<file path="src/rtl/alu_ctrl_pkg.sv">
// Shared opcode, funct and ALU-op codes plus the packed ALU control word.
// ALU_CTRL_ROR_NATIVE_EN selects which shifter path ROR/RORI use.
package alu_ctrl_pkg;

  // ISA opcodes
  localparam logic [4:0] OP_HALT  = 5'b00000;
  localparam logic [4:0] OP_NOP   = 5'b00001;
  localparam logic [4:0] OP_SIIC  = 5'b00010;
  localparam logic [4:0] OP_RTI   = 5'b00011;
  localparam logic [4:0] OP_J     = 5'b00100;
  localparam logic [4:0] OP_JR    = 5'b00101;
  localparam logic [4:0] OP_JAL   = 5'b00110;
  localparam logic [4:0] OP_JALR  = 5'b00111;
  localparam logic [4:0] OP_ADDI  = 5'b01000;
  localparam logic [4:0] OP_SUBI  = 5'b01001;
  localparam logic [4:0] OP_XORI  = 5'b01010;
  localparam logic [4:0] OP_ANDNI = 5'b01011;
  localparam logic [4:0] OP_BEQZ  = 5'b01100;
  localparam logic [4:0] OP_BNEZ  = 5'b01101;
  localparam logic [4:0] OP_BLTZ  = 5'b01110;
  localparam logic [4:0] OP_BGEZ  = 5'b01111;
  localparam logic [4:0] OP_ST    = 5'b10000;
  localparam logic [4:0] OP_LD    = 5'b10001;
  localparam logic [4:0] OP_SLBI  = 5'b10010;
  localparam logic [4:0] OP_STU   = 5'b10011;
  localparam logic [4:0] OP_ROLI  = 5'b10100;
  localparam logic [4:0] OP_SLLI  = 5'b10101;
  localparam logic [4:0] OP_RORI  = 5'b10110;
  localparam logic [4:0] OP_SRLI  = 5'b10111;
  localparam logic [4:0] OP_LBI   = 5'b11000;
  localparam logic [4:0] OP_BTR   = 5'b11001;
  localparam logic [4:0] OP_RSHF  = 5'b11010;
  localparam logic [4:0] OP_RARI  = 5'b11011;
  localparam logic [4:0] OP_SEQ   = 5'b11100;
  localparam logic [4:0] OP_SLT   = 5'b11101;
  localparam logic [4:0] OP_SLE   = 5'b11110;
  localparam logic [4:0] OP_SCO   = 5'b11111;

  localparam logic [1:0] FN_ADD  = 2'b00;
  localparam logic [1:0] FN_SUB  = 2'b01;
  localparam logic [1:0] FN_XOR  = 2'b10;
  localparam logic [1:0] FN_ANDN = 2'b11;
  localparam logic [1:0] FN_ROL  = 2'b00;
  localparam logic [1:0] FN_SLL  = 2'b01;
  localparam logic [1:0] FN_ROR  = 2'b10;
  localparam logic [1:0] FN_SRL  = 2'b11;

  localparam logic [2:0] ALU_ROL = 3'b000;
  localparam logic [2:0] ALU_SLL = 3'b001;
  localparam logic [2:0] ALU_ROR = 3'b010;
  localparam logic [2:0] ALU_SRL = 3'b011;
  localparam logic [2:0] ALU_ADD = 3'b100;
  localparam logic [2:0] ALU_OR  = 3'b101;
  localparam logic [2:0] ALU_XOR = 3'b110;
  localparam logic [2:0] ALU_AND = 3'b111;

  typedef struct packed {
    logic [2:0] alu_op;
    logic       inv_a;
    logic       inv_b;
    logic       cin;
    logic       sign;
    logic       ror_sel;
  } ctrl_t;

  function automatic ctrl_t make_ctrl(input logic [2:0] op, input logic ia, input logic ib,
                                      input logic ci, input logic sg, input logic rs);
    ctrl_t c;
    c.alu_op  = op;
    c.inv_a   = ia;
    c.inv_b   = ib;
    c.cin     = ci;
    c.sign    = sg;
    c.ror_sel = rs;
    return c;
  endfunction

  localparam ctrl_t CTRL_PLAIN = '{alu_op: ALU_ADD, inv_a: 1'b0, inv_b: 1'b0, cin: 1'b0, sign: 1'b0, ror_sel: 1'b0};
  localparam ctrl_t CTRL_RESET = CTRL_PLAIN;

endpackage

</file>
<file path="src/rtl/alu_ctrl_lut.sv">
// Combinational (opCode, funct) -> ALU control decode.
// ALU_CTRL_ROR_NATIVE_EN routes ROR/RORI to the native ror op instead of rol+rorSel.
module alu_ctrl_lut
  import alu_ctrl_pkg::*;
(
  input  logic [4:0] op_code,
  input  logic [1:0] funct,
  output ctrl_t      ctrl
);

  ctrl_t c_sadd, c_sub, c_xor, c_andn, c_rol, c_sll, c_ror, c_srl, c_cmp, c_or;

  always_comb begin
    c_sadd = make_ctrl(ALU_ADD, 1'b0, 1'b0, 1'b0, 1'b1, 1'b0);
    c_sub  = make_ctrl(ALU_ADD, 1'b1, 1'b0, 1'b1, 1'b1, 1'b0);
    c_xor  = make_ctrl(ALU_XOR, 1'b0, 1'b0, 1'b0, 1'b0, 1'b0);
    c_andn = make_ctrl(ALU_AND, 1'b0, 1'b1, 1'b0, 1'b0, 1'b0);
    c_rol  = make_ctrl(ALU_ROL, 1'b0, 1'b0, 1'b0, 1'b0, 1'b0);
    c_sll  = make_ctrl(ALU_SLL, 1'b0, 1'b0, 1'b0, 1'b0, 1'b0);
`ifdef ALU_CTRL_ROR_NATIVE_EN
    c_ror  = make_ctrl(ALU_ROR, 1'b0, 1'b0, 1'b0, 1'b0, 1'b0);
`else
    // Rotate-right borrows the rol shifter; rorSel tells the ALU to reverse direction
    c_ror  = make_ctrl(ALU_ROL, 1'b0, 1'b0, 1'b0, 1'b0, 1'b1);
`endif
    c_srl  = make_ctrl(ALU_SRL, 1'b0, 1'b0, 1'b0, 1'b0, 1'b0);
    c_cmp  = make_ctrl(ALU_ADD, 1'b0, 1'b1, 1'b1, 1'b1, 1'b0);
    c_or   = make_ctrl(ALU_OR,  1'b0, 1'b0, 1'b0, 1'b0, 1'b0);
  end

  always_comb begin
    ctrl = CTRL_PLAIN;
    case (op_code)
      OP_HALT, OP_NOP, OP_SIIC, OP_RTI, OP_BTR, OP_SCO: ctrl = CTRL_PLAIN;
      OP_J, OP_JR, OP_JAL, OP_JALR,
      OP_BEQZ, OP_BNEZ, OP_BLTZ, OP_BGEZ,
      OP_ST, OP_LD, OP_STU, OP_LBI, OP_ADDI:           ctrl = c_sadd;
      OP_SUBI:                                          ctrl = c_sub;
      OP_XORI:                                          ctrl = c_xor;
      OP_ANDNI:                                         ctrl = c_andn;
      OP_SLBI:                                          ctrl = c_or;
      OP_ROLI:                                          ctrl = c_rol;
      OP_SLLI:                                          ctrl = c_sll;
      OP_RORI:                                          ctrl = c_ror;
      OP_SRLI:                                          ctrl = c_srl;
      OP_SEQ, OP_SLT, OP_SLE:                           ctrl = c_cmp;
      OP_RARI: begin
        case (funct)
          FN_ADD:  ctrl = c_sadd;
          FN_SUB:  ctrl = c_sub;
          FN_XOR:  ctrl = c_xor;
          default: ctrl = c_andn;
        endcase
      end
      OP_RSHF: begin
        case (funct)
          FN_ROL:  ctrl = c_rol;
          FN_SLL:  ctrl = c_sll;
          FN_ROR:  ctrl = c_ror;
          default: ctrl = c_srl;
        endcase
      end
      default: ctrl = CTRL_PLAIN;
    endcase
  end

endmodule

</file>
<file path="src/rtl/alu_ctrl_decode.sv">
// Registered ALU control decode: one clock of latency, async active-low reset.
// Build option ALU_CTRL_ROR_NATIVE_EN is handled inside alu_ctrl_lut.
module alu_ctrl_decode
  import alu_ctrl_pkg::*;
(
  input  logic       clk,
  input  logic       rst,
  input  logic [4:0] opCode,
  input  logic [1:0] funct,
  output logic [2:0] aluOp,
  output logic       invA,
  output logic       invB,
  output logic       Cin,
  output logic       sign,
  output logic       rorSel
);

  ctrl_t ctrl_d;
  ctrl_t ctrl_q;

  alu_ctrl_lut u_lut (
    .op_code (opCode),
    .funct   (funct),
    .ctrl    (ctrl_d)
  );

  always_ff @(posedge clk or negedge rst) begin
    if (!rst) ctrl_q <= CTRL_RESET;
    else      ctrl_q <= ctrl_d;
  end

  assign aluOp  = ctrl_q.alu_op;
  assign invA   = ctrl_q.inv_a;
  assign invB   = ctrl_q.inv_b;
  assign Cin    = ctrl_q.cin;
  assign sign   = ctrl_q.sign;
  assign rorSel = ctrl_q.ror_sel;

endmodule

</file>
<file path="config.mk">
export PLATFORM = sky130hd
export DESIGN_NAME = alu_ctrl_decode
export DESIGN_NICKNAME = d
export VERILOG_FILES = /design/src/rtl/alu_ctrl_pkg.sv /design/src/rtl/alu_ctrl_lut.sv /design/src/rtl/alu_ctrl_decode.sv
export SDC_FILE = /design/constraint.sdc
export NUM_CORES = 1
export LEC_CHECK = 0
export ABC_AREA = 1
export ABC_CLOCK_PERIOD_IN_PS = 1100
export BUFFER_PORTS_ARGS = -buffer_cell sky130_fd_sc_hd__clkbuf_2
export CAP_MARGIN = 10
export CORE_AREA = 4 4 41 43
export CTS_CLUSTER_SIZE = 28
export DETAILED_ROUTE_END_ITERATION = 16
export DIE_AREA = 0 0 45 47
export HOLD_SLACK_MARGIN = 0.1
export PLACE_DENSITY = 0.73
export SYNTH_ARGS = -nofsm -noshare
export SYNTH_HDL_FRONTEND = slang
export SYNTH_SLANG_ARGS = --single-unit
</file>
<file path="constraint.sdc">
create_clock -name clk -period 1.1 [get_ports clk]
set_input_delay 0.165 -clock clk [delete_from_list [all_inputs] [get_ports clk]]
set_output_delay 0.165 -clock clk [all_outputs]
set_load 0.005 [all_outputs]
</file>
# Word-level counts from Yosys, hierarchy flattened
# Cells that the tools add are included.
totals:
  ff_bits: 8
  inputBits: 9
  elab_cells: 47
op_classes:
  n_eq_ne: 33
  mux: 3
  n_reduce_logical: 5
op_table:
  columns: ["op", "n"]
  rows:
  - ["8-bit case mux with 13 select lines", 1]
  - ["5-bit equality test (second input constant)", 16]
  - ["7-bit case mux with 3 select lines", 2]
  - ["5-bit by 4-bit equality test with 1-bit output (second input constant)", 8]
  - ["5-bit by 3-bit equality test with 1-bit output (second input constant)", 4]
  - ["13-bit OR reduction", 1]
  - ["5-bit by 2-bit equality test with 1-bit output (second input constant)", 2]
  - ["6-bit OR reduction", 1]
  - ["5-bit by 1-bit equality test with 1-bit output (second input constant)", 1]
  - ["5-bit logical NOT", 1]
  - ["3-bit OR reduction", 1]
  - ["2-bit by 1-bit equality test with 1-bit output (second input constant)", 1]
  - ["2-bit equality test (second input constant)", 1]
  - ["2-bit logical NOT", 1]

# Longest topological paths before layout
depth:
  ltp_word: 3
  depth_mapped: 8

# By module
# A second synthesis with hierarchy kept.
hier_totals:
  cells_unflattened: 73
  area_unflattened_um2: 524.3
by_module_without_submodules:
  columns: ["module", "instances", "cells_per_inst", "area_per_inst_um2", "seq_area_each_um2"]
  rows:
  - ["alu_ctrl_lut", 1, 65, 322.8, 0.0]
  - ["alu_ctrl_decode", 1, 8, 201.4, 201.4]

# Worst setup path after synthesis
# OpenSTA, ideal clock, no wires.
synth_path:
  kind: "input -> register"
  startpoint: "input port opCode[4]"
  endpoint: "register ctrl_q, in the netlist sign"
  setup_ps: 124
  arrival_time_ps: 799
  required_time_ps: 976
  path_slack_ps: 177
  path_stages: 6
  path_buffers: 1
  path_cell_list: "buf_2 -> inv_1 -> nor2_1 -> nand3_1 -> nand3_1 -> or2_1"
synth_lines:
  columns: ["item", "line_no", "rtl"]
  rows:
  - ["start: declaration", "alu_ctrl_decode.sv:8", "input logic [4:0] opCode,"]
  - ["end signal: assignment", "alu_ctrl_decode.sv:29", "else ctrl_q <= ctrl_d;"]
  - ["end: declaration", "alu_ctrl_decode.sv:19", "ctrl_t ctrl_q;"]

# Final worst setup path
layout_path:
  startpoint: "register ctrl_q, in the netlist aluOp[2]"
  endpoint: "output port aluOp[2]"
layout_lines:
  columns: ["item", "line_no", "rtl"]
  rows:
  - ["end: declaration", "alu_ctrl_decode.sv:10", "output logic [2:0] aluOp,"]
# No word-level cell between the ends.

==> flow_metrics.tcl <==
set metrics [dict create \
    status "complete, no violations" \
    crit_path_start_kind "flip-flop" \
    path_clk_slew_ps 50 \
    layout_min_cycle_time_ps 1030 \
    critPathKind "reg -> out" \
    wl_met3_um 110 \
    endpoint_kind "primary output" \
    overflow 0 \
    vias 532 \
    seqCellArea_um2 201 \
    rsz0062_at_grt "no" \
    dieArea_um2 2120 \
    layout-drive-gt1-share 0.319 \
    multi_input_area_um2 270 \
    path_cells "clkbuf_2" \
    post_cts_buffers 0 \
    drc 0 \
    cts.sinks 8 \
    io_buffers 16 \
    diodes 0 \
    ys_ff_latch 8 \
    top_layer_used "met4" \
    ios 17 \
    hold_violations 0 \
    die_w_um 45 \
    tightest_slew_ps 256 \
    timing.final.crit_share 0.934 \
    antenna_found_initial 0 \
    slew_violations 0 \
    setup-violations-final 0 \
    tritoncts "yes" \
    ys_seq_area_frac 0.389 \
    cts_max_path_buffers 2 \
    wl_met2_um 564 \
    grt_pass1_wl_um 1970 \
    fillers 141 \
    cp_data_required_time_ps 940 \
    fin_total_pwr_w 0.000692 \
    core_um2 1300 \
    drt_wl_total_um 1190 \
    synthCells 74 \
    syn-mean-instance-area_um2 7.00 \
    synth_area_um2 518 \
    ir_worst_vdd_mv 0.308 \
    rows 13 \
    timing.fmax_ghz 0.973 \
    drt-wirelength-per-cell_um 10.9 \
    cts_buffers 3 \
    initial_core_util 0.398 \
    drt_iter0_drc 7 \
    critical_path_arrival_ps 860 \
    slowest_delay_ps 510 \
    worst-path-buf-inv 1 \
    relSlewSlack 0.828 \
    post_drt_via_cell_ratio 4.88 \
    path_max_fanout 1 \
    gp_congestion 0.850 \
    hp-class "in -> reg" \
    die_h_um 47 \
    yosysWarnings 0 \
    crit_family "flip-flops" \
    layout.nets 104 \
    dp_hpwl_um 1000 \
    grt_max_degree 10 \
    finalSetupTns_ps 0 \
    synth_fp_nets 83 \
    grt_pass1_vias 491 \
    leakage_nw 0.383 \
    area_growth_syn_to_layout_pct 25.1 \
    h-tree-depth 1 \
    synth_cell_type_count 20 \
    drt-met1-wl_um 478 \
    cts-root-buf "clkbuf_4" \
    maxCapViolations 0 \
    ant_nets 0 \
    powerDensity_nw_per_um2 1070 \
    cp_slowest_cell "dfstp_2" \
    grt_usage 0.135 \
    drt-pass1-iter-count 4 \
]
==> area by class of cell <==
cell class / instances / area share
multi-input combinational: 54 / 0.417
sequential: 8 / 0.311
clock buffer: 4 / 0.0405
inverter: 11 / 0.0637
tap: 15 / 0.0290
timing repair buffer: 17 / 0.139
==> cell families (layout without fill, tap and decap cells) <==
| family | after synthesis | after routing | synth area share |
|---|---|---|---|
| AOI/OAI and AO/OA | 9 | 9 | 0.0966 |
| buffers and inverters | 12 | 32 | 0.0894 |
| DFF | 8 | 8 | 0.389 |
| and+or+nand+nor | 45 | 45 | 0.425 |
==> repair_timing <==
| action | CTS | global route |
|---|---|---|
| hold buffers | 1 | 0 |
| setup endpoints to repair | 0 | 0 |
| gates resized for setup | 0 | 0 |
| hold endpoints to repair | 8 | 0 |
==> layout by cell type (no fill, tap or decap) <==
cell,synthesis,final
inv_1,8,8
nand3_2,3,3
nand4_1,2,2
clkbuf_2,0,16
inv_2,3,3
or2_1,1,1
a22oi_1,1,1
nor3_1,1,1
clkbuf_4,0,3
o211ai_1,1,1
dlygate4sd3_1,0,1
nand2_2,1,1
o21ai_1,1,1
nor2_4,1,1
o21ai_0,1,1
nor2_2,2,2
nand2_1,15,15
dfstp_2,1,1
nand3_1,7,7
a21oi_1,5,5
clkbuf_1,0,1
nor2_1,12,12
dfrtp_1,7,7
==> worst paths after layout <==
| path | start | end | slack (ps) | depth (start not counted) |
|---|---|---|---|---|
| hold / removal | funct[0] | aluOp[0] | 210 | 3 |
| max in group asynchronous | rst | aluOp[2] | 570 | 2 |
| setup / recovery | aluOp[2] | aluOp[2] | 70 | 1 |
| min in group asynchronous | rst | rorSel | 280 | 2 |
==> metal layers <==
metal	up-vias	track usage
met5	-	0
met4	0	0.105
met1	226	0.137
met2	23	0.237
met3	5	0.0345
li1	278	-
==> tightest hold or removal path, stage by stage <==
cell	delay (ps)
clkbuf_2	100
nand2_1	70
nand4_1	90
==> power by group <==
group	switching, W	internal (W)
sequential	0.00000433	0.000314
combinational	0.0000857	0.0000508
clock	0.0000988	0.000139
total	0.000189	0.000503
==> stage by stage <==
stage | cell area, um^2 | util | setup WS [ps] | cells | hold slack (ps)
after CTS | 648 | 0.498 | 56.3 | 109 | 192
after floorplan | 518 | - | 177 | 74 | -131
final | 648 | 0.498 | 72.6 | 109 | 210
after detailed placement | 612 | 0.470 | 23.1 | 104 | 16.9
after global routing | 648 | 0.498 | 27.0 | 109 | 207
after global placement | 612 | 0.470 | 30.7 | 104 | 10.4
==> synth_stat cells <==
cell / number / area share
nand3_2: 3 / 0.058
nand3_1: 7 / 0.068
nor2_1: 12 / 0.087
o21ai_0: 1 / 0.0097
a21oi_1: 5 / 0.048
o211ai_1: 1 / 0.014
inv_2: 3 / 0.022
inv_1: 8 / 0.058
nor3_1: 1 / 0.0097
dfrtp_1: 7 / 0.34
nand2_2: 1 / 0.012
dfstp_2: 1 / 0.051
buf_2: 1 / 0.0097
or2_1: 1 / 0.012
nand4_1: 2 / 0.024
nor2_4: 1 / 0.022
o21ai_1: 1 / 0.0097
nand2_1: 15 / 0.11
nor2_2: 2 / 0.024
a22oi_1: 1 / 0.014
==> state kept, by name, summed over array words and instances (netlist names) <==
name / cells
invB: 1
aluOp: 3
invA: 1
sign: 1
Cin: 1
rorSel: 1
Note: power is estimated with default switching activity, not from simulation.
